## src/rtl/vec_store_ctrl.sv

```systemverilog
// Vector store sequencer: packs the low byte of 16 ALU lanes into a 128-bit vector
// and writes it to data memory as four acknowledged 32-bit beats.
module vec_store_ctrl #(
    parameter int unsigned ADDR_W    = 32,
    parameter int unsigned ADDR_STEP = 4
) (
    input  logic                   clk,
    input  logic                   rst_n,
    input  logic                   st_valid,
    output logic                   st_ready,
    input  logic [ADDR_W-1:0]      st_addr,
    input  logic [15:0][31:0]      alu_res,
    output logic                   mem_we,
    output logic [ADDR_W-1:0]      mem_addr,
    output logic [31:0]            mem_wdata,
    input  logic                   mem_ack,
    output logic                   busy,
    output logic                   done,
    output logic                   err
);

    typedef enum logic [1:0] {IDLE, WRITE, DONE, ERR} state_t;

    state_t              state, state_nx;
    logic [1:0]          beat;
    logic [127:0]        pack_q, pack_d;
    logic [ADDR_W-1:0]   base;
    logic                aligned;
    logic                accept;

    assign aligned = (st_addr[1:0] == 2'b00);
    assign accept  = (state == IDLE) && st_valid && aligned;

    // Lane 0 lands in the most significant byte.
    always_comb begin
        pack_d = '0;
        for (int unsigned i = 0; i < 16; i++) begin
            pack_d[8*(15-i) +: 8] = alu_res[i][7:0];
        end
    end

    always_ff @(posedge clk or negedge rst_n) begin
        if (!rst_n) begin
            state <= IDLE;
        end else begin
            state <= state_nx;
        end
    end

    always_ff @(posedge clk or negedge rst_n) begin
        if (!rst_n) begin
            pack_q <= '0;
            base   <= '0;
            beat   <= '0;
        end else if (accept) begin
            pack_q <= pack_d;
            base   <= st_addr;
            beat   <= '0;
        end else if ((state == WRITE) && mem_ack && (beat != 2'd3)) begin
            beat <= beat + 2'd1;
        end
    end

    always_comb begin
        state_nx  = state;
        st_ready  = 1'b0;
        mem_we    = 1'b0;
        mem_addr  = '0;
        mem_wdata = '0;
        busy      = 1'b0;
        done      = 1'b0;
        err       = 1'b0;
        case (state)
            IDLE: begin
                st_ready = 1'b1;
                if (st_valid) begin
                    state_nx = aligned ? WRITE : ERR;
                end
            end
            WRITE: begin
                mem_we   = 1'b1;
                busy     = 1'b1;
                mem_addr = base + ADDR_W'(ADDR_STEP) * ADDR_W'(beat);
                case (beat)
                    2'd0:    mem_wdata = pack_q[127:96];
                    2'd1:    mem_wdata = pack_q[95:64];
                    2'd2:    mem_wdata = pack_q[63:32];
                    default: mem_wdata = pack_q[31:0];
                endcase
                if (mem_ack && (beat == 2'd3)) begin
                    state_nx = DONE;
                end
            end
            DONE: begin
                busy     = 1'b1;
                done     = 1'b1;
                state_nx = IDLE;
            end
            ERR: begin
                err      = 1'b1;
                state_nx = IDLE;
            end
            default: state_nx = IDLE;
        endcase
    end

endmodule

```

## config.mk

```make
export PLATFORM = sky130hd
export DESIGN_NAME = vec_store_ctrl
export DESIGN_NICKNAME = d
export VERILOG_FILES = /design/src/rtl/vec_store_ctrl.sv
export SDC_FILE = /design/constraint.sdc
export NUM_CORES = 1
export LEC_CHECK = 0
export CAP_MARGIN = 20
export CORE_AREA = 8 8 232 234
export DETAILED_ROUTE_END_ITERATION = 16
export DIE_AREA = 0 0 240 242
export GPL_ROUTABILITY_DRIVEN = 0
export HOLD_SLACK_MARGIN = 0.1
export PLACE_DENSITY = 0.53
export SYNTH_ARGS = -nofsm -noshare
export SYNTH_HDL_FRONTEND = slang
export SYNTH_SLANG_ARGS = --single-unit
```

## constraint.sdc

```tcl
create_clock -name clk -period 5.48 [get_ports clk]
set_input_delay 1.096 -clock clk [delete_from_list [all_inputs] [get_ports clk]]
set_output_delay 1.096 -clock clk [all_outputs]
set_load 0.03 [all_outputs]
```

==> results.ini, run 1 <==
[timing]
setup_tns_ps = 0
fin_crit_ps = 4850
finalSetupViolCount = 0
hold_viol_final = 0
rsz0062_at_grt = no
tightest_slew_ps = 1130
post-route-period-util = 0.886
maxSlewViolCount = 0
max_freq_mhz = 206
clock_skew_ps = 7.60
maxSlewHeadroom = 0.245
finalWorstSetupSlack_ps = 626
hold_slack_ps = 507

[layout]
drive_above_1_share = 0.228
final_nets = 1427
post-route-util = 0.228
area_delta_synth_final_pct = 48.1
fill_cells = 5498

[yosys]
syn_nets = 1218
syn_area_um2 = 7780
yosysWarningCount = 0
netlist_instances = 659
synthTopCellsByArea = dfrtp_1 53%, mux2_2 22%, a222oi_1 4.1%
synth-seq-cells = 164
avgSynthCellArea_um2 = 11.8
synth-seq-area-share = 0.527
yosys.cell_types.count = 34
synth_top_area_frac = 0.527
synth_top_cell_by_area = dfrtp_1

[critical_path]
reg2reg_from = state[0]
worstPathArrival_ps = 3760
worstSetupStartpointType = register
r2r_cells = 5
ff2ff_setup_slack_ps = 2950
r2r_end = pack_q[47]
critical_path_class = register to output pin
startpoint = beat[1]
cp_max_fo = 18
crit_required_ps = 4380
cp-end-kind = output pin

[cts]
cts.repair.resized = 0
cts_buffers = 17
htree_num_levels = 4
root_buffer = clkbuf_16
clk_pin_slew_ps = 80
cts.sinks = 164
holdBufCountCts = 0
cts_tree = done
clk_path_buf_depth = 2
cts_post_setup_buffers_inserted = 0
clk_latency_ps = 480

[floorplan]
io_pins = 617
core_area_um2 = 50500
fp.dieH_um = 242
die_area_um2 = 58100
die_w_um = 240
initial_utilization = 0.154
rows = 83

[power_and_ir_drop]
ir_drop_mv = 0.283
p_leak_nw = 4.40
power_density_nw_per_um2 = 539

[placed_design]
dp_slack_ps = 1130
numPortBuffers = 232
dp_hpwl_um = 21300

[route]
drt_first_iter_violations = 395
vias = 6137
first_pass_iters = 5
via_per_inst = 3.93
wirelength_um = 29900
avgRoutedWirePerCell_um = 19.2
antenna_left = 0
remaining_drc_errors = 0

[global_route]
antenna_found_initial = 7
grt_first_pass_wirelength_um = 44400
grt_pass1_vias = 6449
grt_max_degree = 89
grt_overflow_total = 0
grt_usage = 0.105

[worst_hold_path]
hold_path.class = register to register
hold_path_startpoint = base[0]
whs_endpoint = base[0]
holdPathStages = 1

[status]
status = finished, final reports clean

[run]
maxCapViolCount = 0

[logic make-up (layout without fill, tap and decap cells)]
group	Yosys count	after routing	synth area share
other cells	0	2	0
buf+inv	59	281	0.0289
fa+ha+maj	11	11	0.0186
compound gates	106	106	0.0936
simple gates	152	152	0.0942
mux	155	155	0.224
flops	164	164	0.527
xor+xnor	12	12	0.0135
[cell usage in the layout, fill, tap and decap left out, types with 2 or more instances in the layout]
cell type and instances:
inv_8 2, and4_1 3, a21oi_1 49, nand2b_1 2, o21ai_0 11, xor2_1 3
diode_2 2, clkbuf_16 17, and2_1 5, o31ai_1 11, nor2b_1 4, xnor2_1 9
nor2_1 78, buf_4 5, ha_2 4, a222oi_1 32, buf_12 2, bufinv_16 4
mux2_2 153, nand2_1 19, dfrtp_1 164, ha_1 6, nor4_1 2, or4_1 12
inv_6 6, and3_1 3, nand4_1 6, mux2i_1 2, nor3_1 3, inv_1 9
or3_1 5, nand3_1 6, clkdlybuf4s50_1 231, clkinv_8 2
[synthesized netlist by cell type (all sizes together)]
master and count:
a21oi 49, a222oi 32, and2 5, and3 4, and4 3, buf 9, clkbuf 40, dfrtp 164
fa 1, ha 10, inv 10, mux2 153, mux2i 2, nand2 19, nand2b 2, nand3 6
nand3b 1, nand4 7, nor2 78, nor2b 4, nor3 3, nor4 3, o211ai 1, o21ai 11
o311ai 1, o31ai 11, o41ai 1, or3 5, or4 12, xnor2 9, xor2 3
[where the power goes]
group | switching [mW] | internal (mW)
logic | 1.42 | 1.21
clock network | 0.600 | 0.783
registers | 0.399 | 1.81
[critical path, cell delays in order (launching register included)]
cell	delay [ps]
dfrtp_1	480
ha_1	330
a21oi_1	140
or4_1	830
or4_1	510
a21oi_1	260
clkdlybuf4s50_1	730
[sequential cells by signal, indices dropped and copies added, names as in the netlist]
register  count
pack_q      128
beat          2
state         2
base         32
[routing by layer]
| layer | share of wire | routed length [µm] | track usage | vias up |
|---|---|---|---|---|
| met1 | 0.44 | 13100 | 0.130 | 3082 |
| li1 | - | - | - | 2833 |
| met4 | 0.015 | 449 | 0.0332 | 10 |
| met5 | 0.0019 | 58 | 0 | - |
| met3 | 0.090 | 2690 | 0.0499 | 36 |
| met2 | 0.46 | 13700 | 0.159 | 176 |
[worst max-delay path by stage]
stage | slack (ps) | endpoint | depth (start not counted)
3_3_place_gp | 1140 | mem_addr[27] | 6
3_5_place_dp | 1130 | mem_addr[27] | 6
6_report | 630 | mem_addr[19] | 6
2_1_floorplan | 1750 | mem_addr[26] | 6
4_1_cts | 550 | mem_addr[27] | 6
5_1_grt | 410 | mem_addr[20] | 7
[per-stage QoR]
stage                     std cells  total power, mW  cell area [µm²]
after global placement         1529             4.87            10900
after detailed placement       1529             4.91            10900
after global routing           1561             6.66            11500
after floorplan                 659             3.81             7780
after CTS                      1561             6.36            11500
final                          1563             6.22            11500
[layout make-up]
type	count	area (µm²)	area share
Clock buffer	17	425	0.0369
Sequential cell	164	4100	0.356
Inverter	10	37.5	0.00326
Timing Repair Buffer	239	2400	0.208
Multi-Input combinational cell	436	3470	0.301
Tap cell	680	851	0.0738
Antenna cell	2	5.00	0.000434
Clock inverter	15	233	0.0202
(Power assumes the default switching activity.)
==> run 2: changes to the inputs <==
- SETUP_SLACK_MARGIN: default -> 0.02
- clock period: 5.48 -> 5.3 ns (I/O delays scaled with it)
==> run 2 against run 1 <==
  * Wire length grew 0.70%
  * Sequential share of layout area increased by 0.11 points
  * Core utilization shrank 0.069 points
  * First-iteration DRC count fell by 4.3%
  * Worst setup slack worse by 130 ps
  * Final area down 0.30%
  * Clock skew is 3.3 ps higher
  * Register-to-register slack lost 140 ps
  * Clock power hardly changed
  * Clock-buffer cell count up 1
  * Die area did not move
  * Critical endpoint is now mem_addr[27]
==> results.ini, run 2 (same netlist as run 1, synthesis figures left out) <==
[cts]
cts_post_setup_buffers_inserted = 0
cts.repair.resized = 0
cts.sinks = 164
root_buffer = clkbuf_16
clk_path_buf_depth = 2
htree_num_levels = 4
clk_latency_ps = 480
clk_pin_slew_ps = 70
cts_buffers = 17
holdBufCountCts = 0
cts_tree = done

[layout]
ff_latch_area_um2 = 4100
final_nets = 1427
final_common_cell = clkdlybuf4s50_1
drive_above_1_share = 0.227
final_cell_count_no_fill = 1563
reg_top3 = pack_q x128, base x32
regMostFlops = pack_q
area_delta_synth_final_pct = 47.6
largest_reg_flops = 128
multi_input_area_um2 = 3470
post-route-util = 0.228
layout_common_cells = 231 x clkdlybuf4s50_1, 164 x dfrtp_1, 153 x mux2_2
fill_cells = 5482

[timing]
tightest_slew_ps = 1140
fin_crit_ps = 4810
maxSlewHeadroom = 0.238
maxSlewViolCount = 0
post-route-period-util = 0.907
hold_slack_ps = 507
hold_viol_final = 0
finalSetupViolCount = 0
clock_skew_ps = 10.9
setup_tns_ps = 0
max_freq_mhz = 208
rsz0062_at_grt = no

[route]
avgRoutedWirePerCell_um = 19.3
first_pass_iters = 5
antenna_left = 0
drt_first_iter_violations = 378
wirelength_um = 30200
via_per_inst = 3.94
remaining_drc_errors = 0
vias = 6151

[power_and_ir_drop]
finalPower_mw = 6.37
p_clk_frac = 0.216
sw_frac_of_total = 0.393
switchingPower_mw = 2.50
share_comb_of_total_power = 0.424
pwr-share-seq = 0.360
power_density_nw_per_um2 = 554
p_leak_nw = 4.38
ir_drop_mv = 0.248
power.internal_mw = 3.87

[floorplan]
initial_utilization = 0.154
io_pins = 617
rows = 83
die_w_um = 240
core_area_um2 = 50500
die_area_um2 = 58100
fp.dieH_um = 242

[critical_path]
cp.buffers_inverters = 1
worstSetupStartpointType = register
ff2ff_setup_slack_ps = 2810
r2r_cells = 5
critical_path_class = register to output pin
cp-end-kind = output pin
cp_max_fo = 18
r2r_end = pack_q[83]
cp_top_family = simple AND/OR/NAND/NOR gates
worstPathArrival_ps = 3750
cp_cell_sequence = ha_1, a21oi_1, or4_1, or4_1, a21oi_1, clkdlybuf4s50_1
crit_required_ps = 4240
cp_slowest_stage_delay_ps = 810
cp_slowest_cell = or4_1
reg2reg_from = state[0]

[placed_design]
numPortBuffers = 232
dpl.cell_count = 1529
dp_hpwl_um = 21300

[worst_hold_path]
holdPathStages = 1
hold_path.class = register to register
whs_endpoint = pack_q[38]
hold_path_startpoint = pack_q[38]

[global_route]
grt_usage = 0.105
antenna_found_initial = 6
grt_overflow_total = 0
grt_first_pass_wirelength_um = 44600
grt_pass1_vias = 6626
grt_max_degree = 92

[run]
maxCapViolCount = 0

[status]
status = finished, final reports clean

==> run 2: cell count changes in the layout (fill, tap and decap cells not counted), sizes merged <==
| cell | previous run | this run |
|---|---|---|
| clkinv | 3 | 4 |
| clkinvlp | 0 | 1 |
| inv | 18 | 16 |
| clkbuf | 17 | 18 |
| bufinv | 4 | 3 |
==> run 2: power by group through the flow <==
stage / Combinational, mW / Clock, mW / Sequential, mW
finish: 2.70 / 1.38 / 2.29
CTS: 2.76 / 1.44 / 2.29
global placement: 2.73 / 0 / 2.29
floorplan: 1.77 / 0 / 2.17
global route: 2.94 / 1.48 / 2.39
detailed placement: 2.75 / 0 / 2.31
==> run 2: metal layers <==
layer,wire [µm],GRT usage
met3,2520,0.0492
met1,13200,0.127
met2,13100,0.153
met4,1270,0.0564
met5,36,0
==> run 2: how the worst max path moves through the flow <==
stage	slack (ps)	depth (start not counted)	from	endpoint
floorplan	1610	6	beat[0]	mem_addr[26]
global placement	1000	6	beat[1]	mem_addr[27]
finish	490	6	beat[1]	mem_addr[27]
detailed placement	980	6	beat[1]	mem_addr[27]
CTS	420	6	beat[1]	mem_addr[27]
global route	280	7	beat[0]	mem_addr[20]
==> run 2: layout make-up <==
class	count	share of cell area
diodes	2	0.000436
clock buffers	18	0.0373
clock inverters	14	0.0169
inverters	10	0.00327
multi-input cells	436	0.302
flip-flops and latches	164	0.357
well taps	680	0.0740
repair buffers	239	0.209
==> run 2: metrics by stage <==
stage	cell area, µm²	setup slack [ps]
CTS	11500	422
global route	11500	285
finish	11500	493
floorplan	7780	1610
detailed placement	10900	977
global placement	10900	1000
==> run 2: worst reg2reg max path, stage by stage, from the launching register on <==
cell and delay [ps]:
dfrtp_1 400, inv_1 110, ha_1 260, and3_4 710, buf_4 520, mux2_2 390
